## src/rtl/wms_pkg.sv

```systemverilog
// Shared definitions for write_mem_sink: parameter defaults, drain FSM states
// and a width helper. Used with and without the WMS_RANGE_CHECK_EN build macro.
package wms_pkg;

  localparam int DEF_DATA_W     = 32;
  localparam int DEF_ADDR_W     = 32;
  localparam int DEF_FIFO_DEPTH = 4;
  localparam int DEF_MEM_DEPTH  = 16;
  localparam int DEF_WR_LAT     = 2;

  typedef enum logic {
    IDLE = 1'b0,
    WAIT = 1'b1
  } drain_state_e;

  // Bits needed to hold the values 0 .. n-1, never less than one.
  function automatic int width_of(input int n);
    return (n <= 2) ? 1 : $clog2(n);
  endfunction

endpackage

```

## src/rtl/write_mem_sink_if.sv

```systemverilog
// Word handshake between a WriteSlave (master side) and write_mem_sink (slave side).
// Signal names follow the WriteSlave port naming.
interface write_mem_sink_if
  import wms_pkg::*;
#(
  parameter int DATA_W = DEF_DATA_W,
  parameter int ADDR_W = DEF_ADDR_W
);

  logic [DATA_W-1:0] Datain;
  logic [ADDR_W-1:0] addressin;
  logic              writeavail;
  logic              finishwrite;

  modport master (
    output Datain,
    output addressin,
    output writeavail,
    input  finishwrite
  );

  modport slave (
    input  Datain,
    input  addressin,
    input  writeavail,
    output finishwrite
  );

endinterface

```

## src/rtl/wms_fifo.sv

```systemverilog
// Ingress FIFO for write_mem_sink: power-of-two depth, extra pointer bit to tell
// full from empty, combinational head read, synchronous active-high reset.
module wms_fifo
  import wms_pkg::*;
#(
  parameter int WIDTH = 8,
  parameter int DEPTH = DEF_FIFO_DEPTH
) (
  input  logic             clk,
  input  logic             rst,
  input  logic             push,
  input  logic             pop,
  input  logic [WIDTH-1:0] din,
  output logic [WIDTH-1:0] dout,
  output logic             full,
  output logic             empty
);

  localparam int PTR_W = width_of(DEPTH);
  localparam logic [PTR_W:0] PTR_ONE = (PTR_W + 1)'(1);

  logic [PTR_W:0]   wr_ptr;
  logic [PTR_W:0]   rd_ptr;
  logic [WIDTH-1:0] store [DEPTH];
  logic             do_push;
  logic             do_pop;

  // A full FIFO refuses a push even when a pop happens on the same edge.
  assign do_push = push & ~full;
  assign do_pop  = pop & ~empty;

  assign empty = (wr_ptr == rd_ptr);
  assign full  = (wr_ptr[PTR_W] != rd_ptr[PTR_W]) &&
                 (wr_ptr[PTR_W-1:0] == rd_ptr[PTR_W-1:0]);

  // NOTE: state registers use non-blocking assignments so every flop samples
  // pre-edge values regardless of block evaluation order.
  always_ff @(posedge clk) begin
    if (rst) begin
      wr_ptr <= '0;
      rd_ptr <= '0;
    end else begin
      if (do_push) wr_ptr <= wr_ptr + PTR_ONE;
      if (do_pop)  rd_ptr <= rd_ptr + PTR_ONE;
    end
  end

  // NOTE: storage arrays carry no reset; the pointers alone define validity,
  // and leaving the array unreset lets it map onto RAM/LUT-RAM.
  always_ff @(posedge clk) begin
    if (do_push) store[wr_ptr[PTR_W-1:0]] <= din;
  end

  assign dout = store[rd_ptr[PTR_W-1:0]];

endmodule

```

## src/rtl/write_mem_sink.sv

```systemverilog
// Buffered write sink: words from a WriteSlave queue in wms_fifo, a two-state drain
// FSM commits each one WR_LAT cycles after pop. Optional macro: WMS_RANGE_CHECK_EN.
module write_mem_sink
  import wms_pkg::*;
#(
  parameter int DATA_W     = DEF_DATA_W,
  parameter int ADDR_W     = DEF_ADDR_W,
  parameter int FIFO_DEPTH = DEF_FIFO_DEPTH,
  parameter int MEM_DEPTH  = DEF_MEM_DEPTH,
  parameter int WR_LAT     = DEF_WR_LAT
) (
  input  logic                         ACLK,
  input  logic                         ARESET,
  write_mem_sink_if.slave              wr,
  input  logic [$clog2(MEM_DEPTH)-1:0] rd_addr,
  output logic [DATA_W-1:0]            rd_data,
  output logic [7:0]                   wr_count,
  output logic [7:0]                   err_count,
  output logic                         busy
);

  localparam int IDX_W = $clog2(MEM_DEPTH);
  localparam int LAT_W = width_of(WR_LAT);
  localparam logic [LAT_W-1:0] LAT_INIT = LAT_W'(WR_LAT - 1);
  localparam logic [LAT_W-1:0] LAT_ONE  = LAT_W'(1);

  typedef struct packed {
    logic [ADDR_W-1:0] addr;
    logic [DATA_W-1:0] data;
  } entry_t;

  entry_t            fifo_din;
  entry_t            fifo_dout;
  logic              fifo_full;
  logic              fifo_empty;
  logic              fifo_push;
  logic              fifo_pop;

  drain_state_e      state;
  logic [LAT_W-1:0]  lat_cnt;
  entry_t            work;
  logic [7:0]        wr_cnt_q;
  logic              commit;
  logic              in_range;
  logic              mem_we;
  logic [DATA_W-1:0] mem [MEM_DEPTH];

  // Ready comes from FIFO pointer state only and is held low during reset.
  assign wr.finishwrite = ~ARESET & ~fifo_full;
  assign fifo_push      = wr.writeavail & wr.finishwrite;
  assign fifo_din       = '{addr: wr.addressin, data: wr.Datain};
  assign fifo_pop       = (state == IDLE) & ~fifo_empty & ~ARESET;

  wms_fifo #(
    .WIDTH (ADDR_W + DATA_W),
    .DEPTH (FIFO_DEPTH)
  ) u_fifo (
    .clk   (ACLK),
    .rst   (ARESET),
    .push  (fifo_push),
    .pop   (fifo_pop),
    .din   (fifo_din),
    .dout  (fifo_dout),
    .full  (fifo_full),
    .empty (fifo_empty)
  );

  assign commit = (state == WAIT) && (lat_cnt == '0);

`ifdef WMS_RANGE_CHECK_EN
  assign in_range = (work.addr >> 2) < ADDR_W'(MEM_DEPTH);
`else
  assign in_range = 1'b1;
`endif

  always_ff @(posedge ACLK) begin
    if (ARESET) begin
      state    <= IDLE;
      lat_cnt  <= '0;
      wr_cnt_q <= '0;
    end else begin
      unique case (state)
        IDLE: begin
          if (!fifo_empty) begin
            work    <= fifo_dout;
            lat_cnt <= LAT_INIT;
            state   <= WAIT;
          end
        end
        WAIT: begin
          if (lat_cnt != '0) begin
            lat_cnt <= lat_cnt - LAT_ONE;
          end else begin
            state <= IDLE;
            if (in_range) wr_cnt_q <= wr_cnt_q + 8'd1;
          end
        end
      endcase
    end
  end

`ifdef WMS_RANGE_CHECK_EN
  logic [7:0] err_cnt_q;

  // Dropped-word counter saturates so a flood of bad addresses stays visible.
  always_ff @(posedge ACLK) begin
    if (ARESET) begin
      err_cnt_q <= '0;
    end else if (commit && !in_range && (err_cnt_q != 8'hFF)) begin
      err_cnt_q <= err_cnt_q + 8'd1;
    end
  end

  assign err_count = err_cnt_q;
`else
  assign err_count = '0;
`endif

  // Byte offset bits (and, without range checking, the upper bits) carry no meaning here.
  logic unused_addr_bits;
  assign unused_addr_bits = ^work.addr;

  assign mem_we = commit & in_range & ~ARESET;

  always_ff @(posedge ACLK) begin
    if (mem_we) mem[work.addr[IDX_W+1:2]] <= work.data;
  end

  assign rd_data  = mem[rd_addr];
  assign wr_count = wr_cnt_q;
  assign busy     = ~fifo_empty | (state == WAIT);

endmodule

```

## src/flat_wrapper.sv

```systemverilog
// flat-port wrapper written by rule: the top's interface ports become plain ports
module write_mem_sink_flat import wms_pkg::*;
#(
  parameter int DATA_W     = DEF_DATA_W,
  parameter int ADDR_W     = DEF_ADDR_W,
  parameter int FIFO_DEPTH = DEF_FIFO_DEPTH,
  parameter int MEM_DEPTH  = DEF_MEM_DEPTH,
  parameter int WR_LAT     = DEF_WR_LAT
)
  (ACLK, ARESET, rd_addr, rd_data, wr_count, err_count, busy, wr_Datain, wr_addressin, wr_writeavail, wr_finishwrite);
  write_mem_sink_if #(.DATA_W(DATA_W), .ADDR_W(ADDR_W)) wr_i ();
  input  logic ACLK;
  input  logic ARESET;
  input  logic [$clog2(MEM_DEPTH)-1:0] rd_addr;
  output logic [DATA_W-1:0] rd_data;
  output logic [7:0] wr_count;
  output logic [7:0] err_count;
  output logic busy;
  input wire logic [$bits(wr_i.Datain)-1:0] wr_Datain;
  input wire logic [$bits(wr_i.addressin)-1:0] wr_addressin;
  input wire logic [$bits(wr_i.writeavail)-1:0] wr_writeavail;
  output wire logic [$bits(wr_i.finishwrite)-1:0] wr_finishwrite;
  assign wr_i.Datain = wr_Datain;
  assign wr_i.addressin = wr_addressin;
  assign wr_i.writeavail = wr_writeavail;
  assign wr_finishwrite = wr_i.finishwrite;
  write_mem_sink #(.DATA_W(DATA_W), .ADDR_W(ADDR_W), .FIFO_DEPTH(FIFO_DEPTH), .MEM_DEPTH(MEM_DEPTH), .WR_LAT(WR_LAT)) u_core (.ACLK(ACLK), .ARESET(ARESET), .wr(wr_i), .rd_addr(rd_addr), .rd_data(rd_data), .wr_count(wr_count), .err_count(err_count), .busy(busy));
endmodule
```

## config.mk

```make
export PLATFORM = sky130hd
export DESIGN_NAME = write_mem_sink_flat
export DESIGN_NICKNAME = d
export VERILOG_FILES = /design/src/rtl/wms_pkg.sv /design/src/rtl/write_mem_sink_if.sv /design/src/rtl/wms_fifo.sv /design/src/rtl/write_mem_sink.sv /design/src/flat_wrapper.sv
export SDC_FILE = /design/constraint.sdc
export NUM_CORES = 1
export LEC_CHECK = 0
export ABC_AREA = 1
export CAP_MARGIN = 20
export CORE_MARGIN = 3
export CORE_UTILIZATION = 30
export DETAILED_ROUTE_END_ITERATION = 16
export SLEW_MARGIN = 40
export SYNTH_ARGS = -nofsm -noshare
export SYNTH_HDL_FRONTEND = slang
export SYNTH_SLANG_ARGS = --single-unit
```

## constraint.sdc

```tcl
create_clock -name ACLK -period 3.82 [get_ports ACLK]
set_input_delay 0.955 -clock ACLK [delete_from_list [all_inputs] [get_ports ACLK]]
set_output_delay 0.955 -clock ACLK [all_outputs]
set_load 0.1 [all_outputs]
```

==> results.json <==
{
  "outcome": "completed",
  "start_util": 0.303,
  "netSwitchingPower_uw": 4990,
  "combPwrFrac": 0.125,
  "die_area_sq_um": 98100,
  "cts.repair.resized": 0,
  "hold_buffers": 0,
  "ys_types": 33,
  "place_congestion": 0.714,
  "firstDrtPassIters": 5,
  "grt.total_usage": 0.128,
  "setup_tns_ns": 0,
  "vias": 16400,
  "rows": 112,
  "area_growth_syn_to_layout_pct": 17.7,
  "clockPowerShare": 0.340,
  "grt_pass1_wl_um": 96000,
  "clock-sinks": 708,
  "hold_viol": 0,
  "required_ns": 2.86,
  "drive_gt1_frac": 0.111,
  "ctsLongestPathBuffers": 3,
  "cts_setup_buffers": 0,
  "r2r-start": "u_core.lat_cnt",
  "grt_pass1_vias": 15600,
  "cts_tree": "done",
  "hold_class": "flip-flop to flip-flop",
  "rsz0062_at_grt": "no",
  "fin_crit_ns": 3.45,
  "fmax_mhz": 290,
  "port_buffers": 84,
  "overflow": 0,
  "antenna_found_initial": 1,
  "ys_warn_count": 0,
  "critical_path.startpoint": "rd_addr[1]",
  "start_kind": "primary input",
  "fp.dieW_um": 313,
  "finalClockSkew_ns": 0.0178,
  "place_area_sq_um": 31200,
  "cp.arrival_ns": 2.49,
  "worst_pin_slew_ns": 0.662,
  "drc": 0,
  "syn-instance-count": 2153,
  "numCtsBuffers": 69,
  "synth_seq_area_share": 0.745,
  "wire_per_inst_um": 17.8,
  "min_from": "u_core.wr_count[2]",
  "p_per_area_nw_per_um2": 559,
  "endpoint_kind": "primary output",
  "syn_area_per_cell_sq_um": 13.2,
  "path_max_fanout": 53,
  "cap_violations": 0,
  "min_period_over_period": 0.903,
  "clock-root-buffer": "clkbuf_16",
  "wl_um": 63400,
  "drtIter0Drc": 1466,
  "synth_seq_cells": 708,
  "relSlewSlack": 0.559,
  "cts_htree_levels": 3,
  "seqPwrFrac": 0.535,
  "dp_hpwl_um": 35200,
  "pin_count": 121,
  "sw_frac_of_total": 0.268,
  "internal_power_uw": 13600,
  "synthesis.area_sq_um": 28300,
  "final_cells": 3558,
  "place_inst": 3435,
  "core_sq_um": 93500,
  "routed_via_density": 4.60,
  "setup_viol": 0,
  "ant_nets": 0,
  "fin_area_sq_um": 33300,
  "maxSlewViolCount": 0,
  "grt_max_degree": 65,
  "worst-setup-path-type": "primary input to primary output",
  "nets": 2329,
  "n_antenna_cell": 0,
  "insertion_delay_ns": 0.60,
  "p_leak_uw": 0.0117,
  "clkTransAtPathRegs_ns": 0.06,
  "vdd_drop_max_mv": 0.368,
  "die_height_um": 313
}
==> final cells by class <==
type / instances / area, sq um
multi-input cells: 1030 / 5440
inverters: 286 / 1080
fillers: 8935 / 60100
clock inverters: 42 / 269
repair buffers: 157 / 2050
flip-flops and latches: 708 / 21100
well taps: 1254 / 1570
clock buffers: 81 / 1810
==> sequential cells by signal, summed over array words and instances (netlist names) <==
register and count:
u_core.lat_cnt 1, u_core.mem 512, u_core.state 1, u_core.u_fifo.rd_ptr 3
u_core.u_fifo.store 144, u_core.u_fifo.wr_ptr 3, u_core.work 36, u_core.wr_count 8
==> worst max-delay path: stages <==
cell and delay, ns:
clkbuf_8 0.39, buf_12 0.28, a21oi_1 0.06, o21ai_1 0.09
nand3_1 0.10, nand3_1 0.12, nand2_1 0.21, buf_12 0.25
==> routing by layer <==
layer | share of wire | up-vias | GRT usage | wire length [um]
met4 | 0.017 | 2 | 0.0356 | 1060
li1 | - | 7927 | - | -
met1 | 0.45 | 8007 | 0.174 | 28600
met5 | 0.00021 | - | 0 | 13
met2 | 0.48 | 372 | 0.210 | 30100
met3 | 0.057 | 68 | 0.0231 | 3600
==> synthesized netlist by cell type (all sizes together) <==
| library cell | instances | area, sq um |
|---|---|---|
| a21oi | 135 | 679 |
| a22o | 1 | 8.76 |
| a31oi | 1 | 6.26 |
| buf | 79 | 668 |
| clkbuf | 57 | 221 |
| clkinv | 1 | 3.75 |
| conb | 1 | 3.75 |
| dfxtp | 16 | 320 |
| edfxtp | 692 | 20800 |
| ha | 6 | 75.1 |
| inv | 285 | 1070 |
| mux2 | 1 | 11.3 |
| nand2 | 193 | 724 |
| nand3 | 203 | 1020 |
| nand4 | 6 | 37.5 |
| nor2 | 103 | 387 |
| nor3 | 2 | 10.0 |
| o211ai | 129 | 1020 |
| o21a | 1 | 7.51 |
| o21ai | 202 | 1010 |
| o22ai | 36 | 225 |
| xnor2 | 1 | 16.3 |
| xor2 | 2 | 17.5 |
==> power groups by stage <==
stage,clock network [uW],registers (uW),logic (uW)
floorplan,0,9950,1450
global placement,0,10100,2350
detailed placement,0,10100,2370
CTS,6480,9980,2380
global route,6790,10100,2550
finish,6330,9980,2340
==> worst paths after layout <==
kind,endpoint,slack [ns],cells after the start
worst min register to register,u_core.wr_count[2],0.49,2
worst max register to register,u_core.mem[10][22],1.66,7
worst min-delay path,u_core.wr_count[2],0.49,2
worst max-delay path,rd_data[28],0.37,8
==> layout by cell type, fill, tap and decap left out, types with 6 or more instances in the layout <==
cell type and instances:
o21ai_0 112, dfxtp_1 15, buf_4 45, o211ai_1 119, clkinv_1 17, inv_1 282
nand4_1 6, clkdlybuf4s50_1 38, o21ai_1 90, nor2_1 82, o211ai_2 10, edfxtp_1 692
nor2_4 21, inv_6 7, o22ai_1 36, clkinv_2 16, clkbuf_16 71, nand2_1 193
clkbuf_1 10, buf_2 9, a21oi_1 134, nand3_1 202, conb_1 8, ha_1 6
buf_12 63
==> logic make-up (layout without fill, tap and decap cells) <==
logic type / after synthesis / in the layout / share of synthesized area
multiplexers: 1 / 1 / 0.000398
AND/OR/NAND/NOR: 507 / 507 / 0.0770
XOR/XNOR: 3 / 3 / 0.00119
AO/OA/AOI/OAI: 505 / 505 / 0.104
flip-flops: 708 / 708 / 0.745
buffers and inverters: 422 / 566 / 0.0693
other: 1 / 8 / 0.000132
adder cells (fa/ha/maj): 6 / 6 / 0.00265
==> metrics by stage <==
| stage | setup slack (ns) | hold slack (ns) | util | power (uW) |
|---|---|---|---|---|
| 5_1_grt | 0.244 | 0.499 | 0.357 | 19400 |
| 2_1_floorplan | 0.417 | 0.466 | - | 11400 |
| 4_1_cts | 0.343 | 0.490 | 0.357 | 18800 |
| 3_3_place_gp | 0.351 | 0.463 | 0.335 | 12500 |
| 6_report | 0.371 | 0.490 | 0.357 | 18600 |
| 3_5_place_dp | 0.344 | 0.475 | 0.334 | 12500 |
Power figures use the tool's default switching activity.
